--- src/rtl/rv32i_pkg.sv ---
// ============================================================================
// Module      : rv32i_pkg
// Description : Shared register-file constants and index type.
// Revision    : 1.0 - initial release
// ============================================================================
`default_nettype none

package rv32i_pkg;
    localparam int REGIDX_WIDTH  = 5;
    localparam int XLEN_DEFAULT  = 32;
    localparam int NREGS_DEFAULT = 32;

    typedef logic [REGIDX_WIDTH-1:0] regidx_t;
endpackage

`default_nettype wire

--- src/rtl/regfile_mp_if.sv ---
// ============================================================================
// Module      : regfile_mp_if
// Description : Decode/writeback bundle of the multi-port register file.
// Revision    : 1.0 - initial release
// ============================================================================
`default_nettype none

interface regfile_mp_if
    import rv32i_pkg::*;
#(
    parameter int XLEN  = XLEN_DEFAULT,
    parameter int NREGS = NREGS_DEFAULT,
    parameter int NRD   = 2,
    parameter int NWR   = 1
);
    localparam int AW = $clog2(NREGS);

    logic [NRD-1:0][AW-1:0]   i_rd_addr;
    logic [NRD-1:0][XLEN-1:0] o_rd_data;
    logic [NRD-1:0]           o_rd_busy;
    logic [NWR-1:0]           i_wr_en;
    logic [NWR-1:0][AW-1:0]   i_wr_addr;
    logic [NWR-1:0][XLEN-1:0] i_wr_data;
    logic                     i_rsv_en;
    logic [AW-1:0]            i_rsv_addr;
    logic                     i_flush;

    modport master (
        output i_rd_addr, i_wr_en, i_wr_addr, i_wr_data,
        output i_rsv_en, i_rsv_addr, i_flush,
        input  o_rd_data, o_rd_busy
    );

    modport slave (
        input  i_rd_addr, i_wr_en, i_wr_addr, i_wr_data,
        input  i_rsv_en, i_rsv_addr, i_flush,
        output o_rd_data, o_rd_busy
    );
endinterface

`default_nettype wire

--- src/rtl/regfile_wr_arb.sv ---
// ============================================================================
// Module      : regfile_wr_arb
// Description : Per-register write arbiter; highest-numbered matching port wins.
// Revision    : 1.0 - initial release
// ============================================================================
`default_nettype none

module regfile_wr_arb
    import rv32i_pkg::*;
#(
    parameter int XLEN    = XLEN_DEFAULT,
    parameter int AW      = REGIDX_WIDTH,
    parameter int NWR     = 1,
    parameter int REG_IDX = 1
) (
    input  wire logic [NWR-1:0]           i_wr_en,
    input  wire logic [NWR-1:0][AW-1:0]   i_wr_addr,
    input  wire logic [NWR-1:0][XLEN-1:0] i_wr_data,
    output logic                          o_hit,
    output logic [XLEN-1:0]               o_data
);
    localparam logic [AW-1:0] C_IDX = AW'(REG_IDX);

    // Ascending scan: a later (higher) port overrides an earlier match.
    always_comb begin
        o_hit  = 1'b0;
        o_data = '0;
        for (int p = 0; p < NWR; p++) begin
            if (i_wr_en[p] && (i_wr_addr[p] == C_IDX)) begin
                o_hit  = 1'b1;
                o_data = i_wr_data[p];
            end
        end
    end
endmodule

`default_nettype wire

--- src/rtl/regfile_mp.sv ---
// ============================================================================
// Module      : regfile_mp
// Description : Multi-port register file with per-register busy scoreboard.
//               Optional write-through bypass under macro REGFILE_BYPASS_EN.
// Revision    : 1.0 - initial release
// ============================================================================
`default_nettype none

module regfile_mp
    import rv32i_pkg::*;
#(
    parameter int XLEN  = XLEN_DEFAULT,
    parameter int NREGS = NREGS_DEFAULT,
    parameter int NRD   = 2,
    parameter int NWR   = 1
) (
    input  wire logic    i_clk,
    input  wire logic    i_rst_n,
    regfile_mp_if.slave  bus
);
    localparam int AW = $clog2(NREGS);

    logic [NREGS-1:0][XLEN-1:0] regs_q, regs_d;
    logic [NREGS-1:0]           busy_q, busy_d;
    logic [NREGS-1:0]           wr_hit;
    logic [NREGS-1:0][XLEN-1:0] wr_sel;

    for (genvar r = 0; r < NREGS; r++) begin : g_reg
        if (r == 0) begin : g_zero
            assign wr_hit[r] = 1'b0;
            assign wr_sel[r] = '0;
        end else begin : g_arb
            regfile_wr_arb #(
                .XLEN    (XLEN),
                .AW      (AW),
                .NWR     (NWR),
                .REG_IDX (r)
            ) u_arb (
                .i_wr_en   (bus.i_wr_en),
                .i_wr_addr (bus.i_wr_addr),
                .i_wr_data (bus.i_wr_data),
                .o_hit     (wr_hit[r]),
                .o_data    (wr_sel[r])
            );
        end
    end

    // Busy priority: flush, then reserve (younger instruction), then write-clear.
    always_comb begin
        regs_d = regs_q;
        busy_d = busy_q;
        for (int r = 1; r < NREGS; r++) begin
            if (wr_hit[r]) begin
                regs_d[r] = wr_sel[r];
            end
            if (bus.i_flush) begin
                busy_d[r] = 1'b0;
            end else if (bus.i_rsv_en && (bus.i_rsv_addr == AW'(r))) begin
                busy_d[r] = 1'b1;
            end else if (wr_hit[r]) begin
                busy_d[r] = 1'b0;
            end
        end
        regs_d[0] = '0;
        busy_d[0] = 1'b0;
    end

    always_ff @(posedge i_clk or negedge i_rst_n) begin
        if (!i_rst_n) begin
            regs_q <= '0;
            busy_q <= '0;
        end else begin
            regs_q <= regs_d;
            busy_q <= busy_d;
        end
    end

    always_comb begin
        bus.o_rd_data = '0;
        bus.o_rd_busy = '0;
        for (int p = 0; p < NRD; p++) begin
`ifdef REGFILE_BYPASS_EN
            // wr_hit[0] is tied low, so x0 never bypasses.
            if (wr_hit[bus.i_rd_addr[p]]) begin
                bus.o_rd_data[p] = wr_sel[bus.i_rd_addr[p]];
                bus.o_rd_busy[p] = 1'b0;
            end else begin
                bus.o_rd_data[p] = regs_q[bus.i_rd_addr[p]];
                bus.o_rd_busy[p] = busy_q[bus.i_rd_addr[p]];
            end
`else
            bus.o_rd_data[p] = regs_q[bus.i_rd_addr[p]];
            bus.o_rd_busy[p] = busy_q[bus.i_rd_addr[p]];
`endif
        end
    end
endmodule

`default_nettype wire

--- src/flat_wrapper.sv ---
// flat-port wrapper written by rule: the top's interface ports become plain ports
module regfile_mp_flat import rv32i_pkg::*;
#(
    parameter int XLEN  = XLEN_DEFAULT,
    parameter int NREGS = NREGS_DEFAULT,
    parameter int NRD   = 2,
    parameter int NWR   = 1
)
  (i_clk, i_rst_n, bus_i_rd_addr, bus_i_wr_en, bus_i_wr_addr, bus_i_wr_data, bus_i_rsv_en, bus_i_rsv_addr, bus_i_flush, bus_o_rd_data, bus_o_rd_busy);
  regfile_mp_if #(.XLEN(XLEN), .NREGS(NREGS), .NRD(NRD), .NWR(NWR)) bus_i ();
  input  wire logic i_clk;
  input  wire logic i_rst_n;
  input wire logic [$bits(bus_i.i_rd_addr)-1:0] bus_i_rd_addr;
  input wire logic [$bits(bus_i.i_wr_en)-1:0] bus_i_wr_en;
  input wire logic [$bits(bus_i.i_wr_addr)-1:0] bus_i_wr_addr;
  input wire logic [$bits(bus_i.i_wr_data)-1:0] bus_i_wr_data;
  input wire logic [$bits(bus_i.i_rsv_en)-1:0] bus_i_rsv_en;
  input wire logic [$bits(bus_i.i_rsv_addr)-1:0] bus_i_rsv_addr;
  input wire logic [$bits(bus_i.i_flush)-1:0] bus_i_flush;
  output wire logic [$bits(bus_i.o_rd_data)-1:0] bus_o_rd_data;
  output wire logic [$bits(bus_i.o_rd_busy)-1:0] bus_o_rd_busy;
  assign bus_i.i_rd_addr = bus_i_rd_addr;
  assign bus_i.i_wr_en = bus_i_wr_en;
  assign bus_i.i_wr_addr = bus_i_wr_addr;
  assign bus_i.i_wr_data = bus_i_wr_data;
  assign bus_i.i_rsv_en = bus_i_rsv_en;
  assign bus_i.i_rsv_addr = bus_i_rsv_addr;
  assign bus_i.i_flush = bus_i_flush;
  assign bus_o_rd_data = bus_i.o_rd_data;
  assign bus_o_rd_busy = bus_i.o_rd_busy;
  regfile_mp #(.XLEN(XLEN), .NREGS(NREGS), .NRD(NRD), .NWR(NWR)) u_core (.i_clk(i_clk), .i_rst_n(i_rst_n), .bus(bus_i));
endmodule
--- config.mk ---
export PLATFORM = sky130hd
export DESIGN_NAME = regfile_mp_flat
export DESIGN_NICKNAME = d
export VERILOG_FILES = /design/src/rtl/rv32i_pkg.sv /design/src/rtl/regfile_mp_if.sv /design/src/rtl/regfile_wr_arb.sv /design/src/rtl/regfile_mp.sv /design/src/flat_wrapper.sv
export SDC_FILE = /design/constraint.sdc
export NUM_CORES = 2
export LEC_CHECK = 0
export CAP_MARGIN = 15
export CORE_ASPECT_RATIO = 2
export CORE_MARGIN = 2
export CORE_UTILIZATION = 57
export DETAILED_ROUTE_END_ITERATION = 10
export PLACE_DENSITY = 0.77
export SLEW_MARGIN = 15
export SYNTH_ARGS = -nofsm -noshare
export SYNTH_HDL_FRONTEND = slang
export SYNTH_SLANG_ARGS = --single-unit
--- constraint.sdc ---
create_clock -name i_clk -period 1.7 [get_ports i_clk]
set_clock_uncertainty 0.05 [all_clocks]
set_input_delay 0.17 -clock i_clk [delete_from_list [all_inputs] [get_ports i_clk]]
set_output_delay 0.17 -clock i_clk [all_outputs]
set_load 0.005 [all_outputs]
=== After elaboration in Yosys (flattened, before gate mapping) ===
Cells that the tools add are included.
Widths: inputs -> output; s select.

* Input bits: 57
* Output and inout bits: 66
* Flip-flop bits (word level): 1023
* Logic and storage cells: 382

* $lt $le $gt $ge: 2
* Multiplexer cells: 163
* Reductions and logical operators: 93
* Equal/unequal tests: 62

{| class="wikitable"
|+ Operator list
! kind !! count
|-
| $mux 32 || 33
|-
| $bmux 32 s5 || 2
|-
| $eq 5x5->1 const B || 32
|-
| $mux 1 || 126
|-
| $reduce_bool 3->1 || 31
|-
| $eq 5x4->1 const B || 16
|-
| $logic_and 1x1->1 || 62
|-
| $eq 5x3->1 const B || 8
|-
| $eq 5x2->1 const B || 4
|-
| $lt 5x6->1 const B || 2
|-
| $bmux 1 s5 || 2
|-
| $eq 5x1->1 const B || 2
|}

=== Logic depth before layout (Yosys ltp) ===
* Word-level depth: 6
* Depth in mapped cells: 8
* Depth with buffers taken out: 4

=== Hierarchy ===
From an unflattened synthesis, not the netlist that was laid out.

* Cells, all modules: 4981
* Area total of the unflattened synthesis: 62951.6 um2

{| class="wikitable"
|+ By module, submodules not included
! module !! sequential area each (um2) !! area each (um2) !! times used !! cells an instance
|-
| regfile_mp || 25599.6 || 54476.0 || 1 || 3710
|-
| regfile_wr_arb (u_core.g_reg[10].g_arb.u_arb ...) || 0.0 || 280.3 || 6 || 41
|-
| regfile_wr_arb (u_core.g_reg[13].g_arb.u_arb ...) || 0.0 || 277.8 || 6 || 41
|-
| regfile_wr_arb (u_core.g_reg[11].g_arb.u_arb ...) || 0.0 || 252.7 || 6 || 41
|-
| regfile_wr_arb (u_core.g_reg[12].g_arb.u_arb ...) || 0.0 || 285.3 || 3 || 41
|-
| regfile_wr_arb (u_core.g_reg[17].g_arb.u_arb ...) || 0.0 || 275.3 || 3 || 41
|-
| regfile_wr_arb (u_core.g_reg[15].g_arb.u_arb ...) || 0.0 || 272.8 || 3 || 41
|-
| regfile_wr_arb (u_core.g_reg[23].g_arb.u_arb ...) || 0.0 || 279.0 || 2 || 41
|-
| regfile_wr_arb (u_core.g_reg[19].g_arb.u_arb ...) || 0.0 || 276.5 || 2 || 41
|}

=== Worst setup path after synthesis ===
Ideal clock, no wire load.

* Kind: input port to output port
* From: in bus_i_rd_addr[0]
* To: out bus_o_rd_data[0]
* Arrival time: 1.647 ns
* Cell stages on the path: 7
* Required time: 1.480 ns
* Buffers on the path: 3
* Slack: -0.167 ns
* Cell sequence: buf_4 -> buf_6 -> buf_2 -> mux4_2 -> a22o_1 -> o21ai_1 -> o31ai_1

* Longest elaborated chain between the ends: 2

{| class="wikitable"
|+ RTL lines
! item !! RTL line !! source
|-
| start, declared || flat_wrapper.sv:13 || <nowiki>input wire logic [$bits(bus_i.i_rd_addr)-1:0] bus_i_rd_addr;</nowiki>
|-
| $bmux 32 s5 || regfile_mp.sv:92 || <nowiki>bus.o_rd_data[p] = regs_q[bus.i_rd_addr[p]];</nowiki>
|-
| $mux 32 (implied by the code) || regfile_mp.sv:92 ||
|-
| end, declared || flat_wrapper.sv:20 || <nowiki>output wire logic [$bits(bus_i.o_rd_data)-1:0] bus_o_rd_data;</nowiki>
|}

No other way between the ends. The select of a mux whose other input is x is not followed.

=== Worst setup path in the final report ===
* From: reg u_core.regs_q[993] in the netlist's numbering
* To: out bus_o_rd_data[1]

* Longest elaborated chain between the ends: 2

{| class="wikitable"
|+ RTL lines
! item !! RTL line !! source
|-
| start, declared || regfile_mp.sv:23 || <nowiki>logic [NREGS-1:0][XLEN-1:0] regs_q, regs_d;</nowiki>
|-
| start signal, assigned || regfile_mp.sv:73 || <nowiki>regs_q <= regs_d;</nowiki>
|-
| $bmux 32 s5 || regfile_mp.sv:92 ||
|-
| $mux 32 (implied by the code) || regfile_mp.sv:92 ||
|}

No other way between the ends. The select of a mux whose other input is x is not followed.

==> impl_metrics.env <==
export IMPL_ys_async_sr_fraction_pct=100
export IMPL_gr_total_overflow=0
export IMPL_holdCritPathClass="input pin to async pin"
export IMPL_outcome="finished, violations left"
export IMPL_syn_num_nets=4347
export IMPL_r2r_slack_ns=0.62
export IMPL_synth_edff_count=0
export IMPL_violations="negative setup slack"
export IMPL_synthMuxAreaShare_pct=36.2
export IMPL_synth_compound_gate_area_share_pct=6.72
export IMPL_cts_sinks=1023
export IMPL_synth_distinct_cells=33
export IMPL_max_cap_violations=0
export IMPL_ys_ff_latch=1023
export IMPL_worstSetupPathType="register to primary output"
export IMPL_stdcell_count=6071
export IMPL_grt_pass1_vias=46200
export IMPL_drt_total_wl_mm=201
export IMPL_wl_per_cell_microns=33.1
export IMPL_power_frac_clock_pct=29.4
export IMPL_p_total_w=0.0722
export IMPL_seq_area_frac_synth_pct=46.4
export IMPL_drt_iter0_markers=5307
export IMPL_p_comb_share_pct=25.2
export IMPL_drive_gt1_share_pct=48.0
export IMPL_syn2layout_area_growth_pct=23.0
export IMPL_die_h_microns=444
export IMPL_crit_arrival_ns=2.48
export IMPL_post_route_period_util_pct=159
export IMPL_yosys_top_cells_area="dfrtp_1 46%, mux2_2 16%, mux4_2 16%"
export IMPL_ir_drop_mv=0.720
export IMPL_pwr_density_cell_nw_per_um2=1060
export IMPL_hpwl_mm=129
export IMPL_die_area_sq_um=99400
export IMPL_synthAdderAreaFrac_pct=0
export IMPL_synth_top_area_cell="dfrtp_1"
export IMPL_final_antenna_net_count=0
export IMPL_internal_power_w=0.0511
export IMPL_syn_cell_area_sq_um=55100
export IMPL_place_congestion=0.925
export IMPL_worst_setup_path_end_kind="primary output"
export IMPL_synth_top_family_by_area="multiplexers"
export IMPL_numCtsBuffers=86
export IMPL_required_ns=1.48
export IMPL_clockRootBuffer="clkbuf_16"
export IMPL_grt_max_degree=92
export IMPL_portBuffers=122
export IMPL_initial_utilization_pct=57.4
export IMPL_netlist_instances=4290
export IMPL_cts_buffer_depth=3
export IMPL_insertion_delay_ns=0.70
export IMPL_firstDrtPassIters=8
export IMPL_timing_rr_end="u_core.regs_q[317]"
export IMPL_drc=0
export IMPL_reg2reg_depth=3
export IMPL_clkTransAtPathRegs_ns=0.07
export IMPL_seqPwrFrac_pct=45.4
export IMPL_track_usage_pct=40.8
export IMPL_yosys_area_share_simple_pct=6.85
export IMPL_synth_xor_xnor_area_share_pct=0
export IMPL_vias=44000
export IMPL_setup_viol=66
export IMPL_slew_headroom_pct=48.3
export IMPL_netlist_area_leader_share_pct=46.4
export IMPL_via_per_inst=7.24
export IMPL_startpoint_type="register"
export IMPL_num_rows=161
export IMPL_final_max_slew_viol_count=0
export IMPL_rsz0062_at_grt="yes"
export IMPL_p_sw_share_pct=29.3
export IMPL_ios=123
export IMPL_core_area_sq_um=96100
export IMPL_antenna_found_initial=10
export IMPL_tightest_slew_ns=0.772
export IMPL_critPathMaxFanout=2
export IMPL_nets=4835
export IMPL_fin_ws_ns=-1.00
export IMPL_hold_viol=0
export IMPL_yosysWarnings=0
export IMPL_period_needed_ns=2.70
export IMPL_die_w_microns=224
export IMPL_synthFlopType="dfrtp_1"
export IMPL_timing_rr_start="u_core.regs_q[317]"
export IMPL_whs_ns=0.148
export IMPL_dpl_cell_count=5854
export IMPL_htree_levels=3
export IMPL_avgSynthCellArea_sq_um=12.9
export IMPL_grt_pass1_wl_mm=296
export IMPL_dp_slack_ns=-1.07
export IMPL_p_sw_w=0.0211
export IMPL_p_leak_nw=31.1
export IMPL_timing_fmax_mhz=370
export IMPL_cts_tree="built"
## per-layer routing
metal | wire (microns) | global-route usage, % | up-vias
li1 | - | - | 16900
met1 | 63300 | 47.1 | 22200
met2 | 94600 | 64.1 | 3596
met3 | 22600 | 10.3 | 1299
met4 | 20500 | 33.8 | 10
met5 | 67 | 0 | -
## worst max-delay path by stage
stage | startpoint | endpoint | slack, ns | cells past startpoint
final | u_core.regs_q[993] | bus_o_rd_data[1] | -1.00 | 6
after global routing | u_core.regs_q[993] | bus_o_rd_data[1] | -1.02 | 6
after CTS | u_core.regs_q[993] | bus_o_rd_data[1] | -0.98 | 6
after detailed placement | bus_i_rd_addr[0] | bus_o_rd_data[25] | -1.07 | 10
after global placement | bus_i_rd_addr[0] | bus_o_rd_data[25] | -1.09 | 10
after floorplan | bus_i_rd_addr[5] | bus_o_rd_data[41] | -0.005 | 7
## power by group through the flow
| stage | clock network (W) | registers (W) | logic, W |
|---|---|---|---|
| global placement | 0 | 0.0325 | 0.0162 |
| finish | 0.0212 | 0.0328 | 0.0182 |
| global route | 0.0221 | 0.0331 | 0.0192 |
| detailed placement | 0 | 0.0329 | 0.0168 |
| CTS | 0.0212 | 0.0324 | 0.0177 |
| floorplan | 0 | 0.0315 | 0.0110 |
## cell families (layout without fill, tap and decap cells)
logic type	Yosys count	after routing
compound gates	498	498
buf+inv	447	1003
flops	1023	1023
mux	1396	1396
other cells	0	3
simple gates	926	926
## registers in the layout (all words and copies together), names as in the netlist
signal and count:
u_core.busy_q 31, u_core.regs_q 992
## Yosys cell counts (10+ instances only)
library cell and instances:
o31ai_1 66, and3_1 33, o22ai_1 66, mux2i_1 167
o21ai_1 66, a22oi_1 24, mux2_2 804, a22o_1 197
and2_1 40, clkbuf_1 254, buf_2 120, nor2b_1 10
buf_1 19, mux4_2 396, a211oi_1 66, nand2_1 775
buf_6 16, buf_4 35, dfrtp_1 1023, nor2_1 46
mux2_1 29
## stage by stage
stage               instance area [sq um]  utilization, %  TNS (ns)
floorplan                           55400               -    -0.136
global placement                    63700            66.3   -471.51
detailed placement                  63700            66.3   -507.79
CTS                                 67500            70.3    -57.54
global route                        67800            70.6    -58.80
finish                              67800            70.6    -56.80
## placed cells by master, fill, tap and decap left out, types with 9 or more instances in the layout
cell and n:
clkdlybuf4s50_1 44, clkbuf_1 13, a22oi_1 24, mux4_2 396
o21ai_2 48, o21ai_4 9, a211oi_1 57, a22o_1 197
buf_6 34, clkbuf_16 90, o22ai_1 66, buf_4 484
nand2_1 751, nor2_1 32, mux2_2 804, o31ai_4 32
mux2i_1 166, o31ai_2 28, and3_1 32, clkinv_2 21
buf_2 60, buf_12 213, and2_1 34, o21ai_1 9
nand2_2 24, nor2_4 14, mux2_1 29, clkbuf_8 15
dfrtp_1 1023
## critical path, cell delays in order, from the launching register on
cell     delay (ns)
dfrtp_1        0.41
buf_6          0.13
mux4_2         0.46
a22o_1         0.26
o21ai_4        0.22
o31ai_4        0.15
buf_2          0.16
## timing repair
item                       in CTS  in global routing
setup buffers                  65                 15
setup endpoints to repair      66                 87
pin swaps                     140                 46
gates resized for setup       431                 41
hold endpoints to repair     1023                  0
hold buffers                    2                  0
## layout make-up
class / count / area (sq um)
antenna: 3 / 7.51
clock buffer: 118 / 2510
clock inverter: 38 / 429
fill: 5925 / 28300
inverter: 2 / 8.76
multi-input combinational: 2820 / 28600
sequential: 1023 / 25600
tap: 1222 / 1530
timing repair buffer: 845 / 9140
No activity file was read; power rests on OpenSTA's default activity.
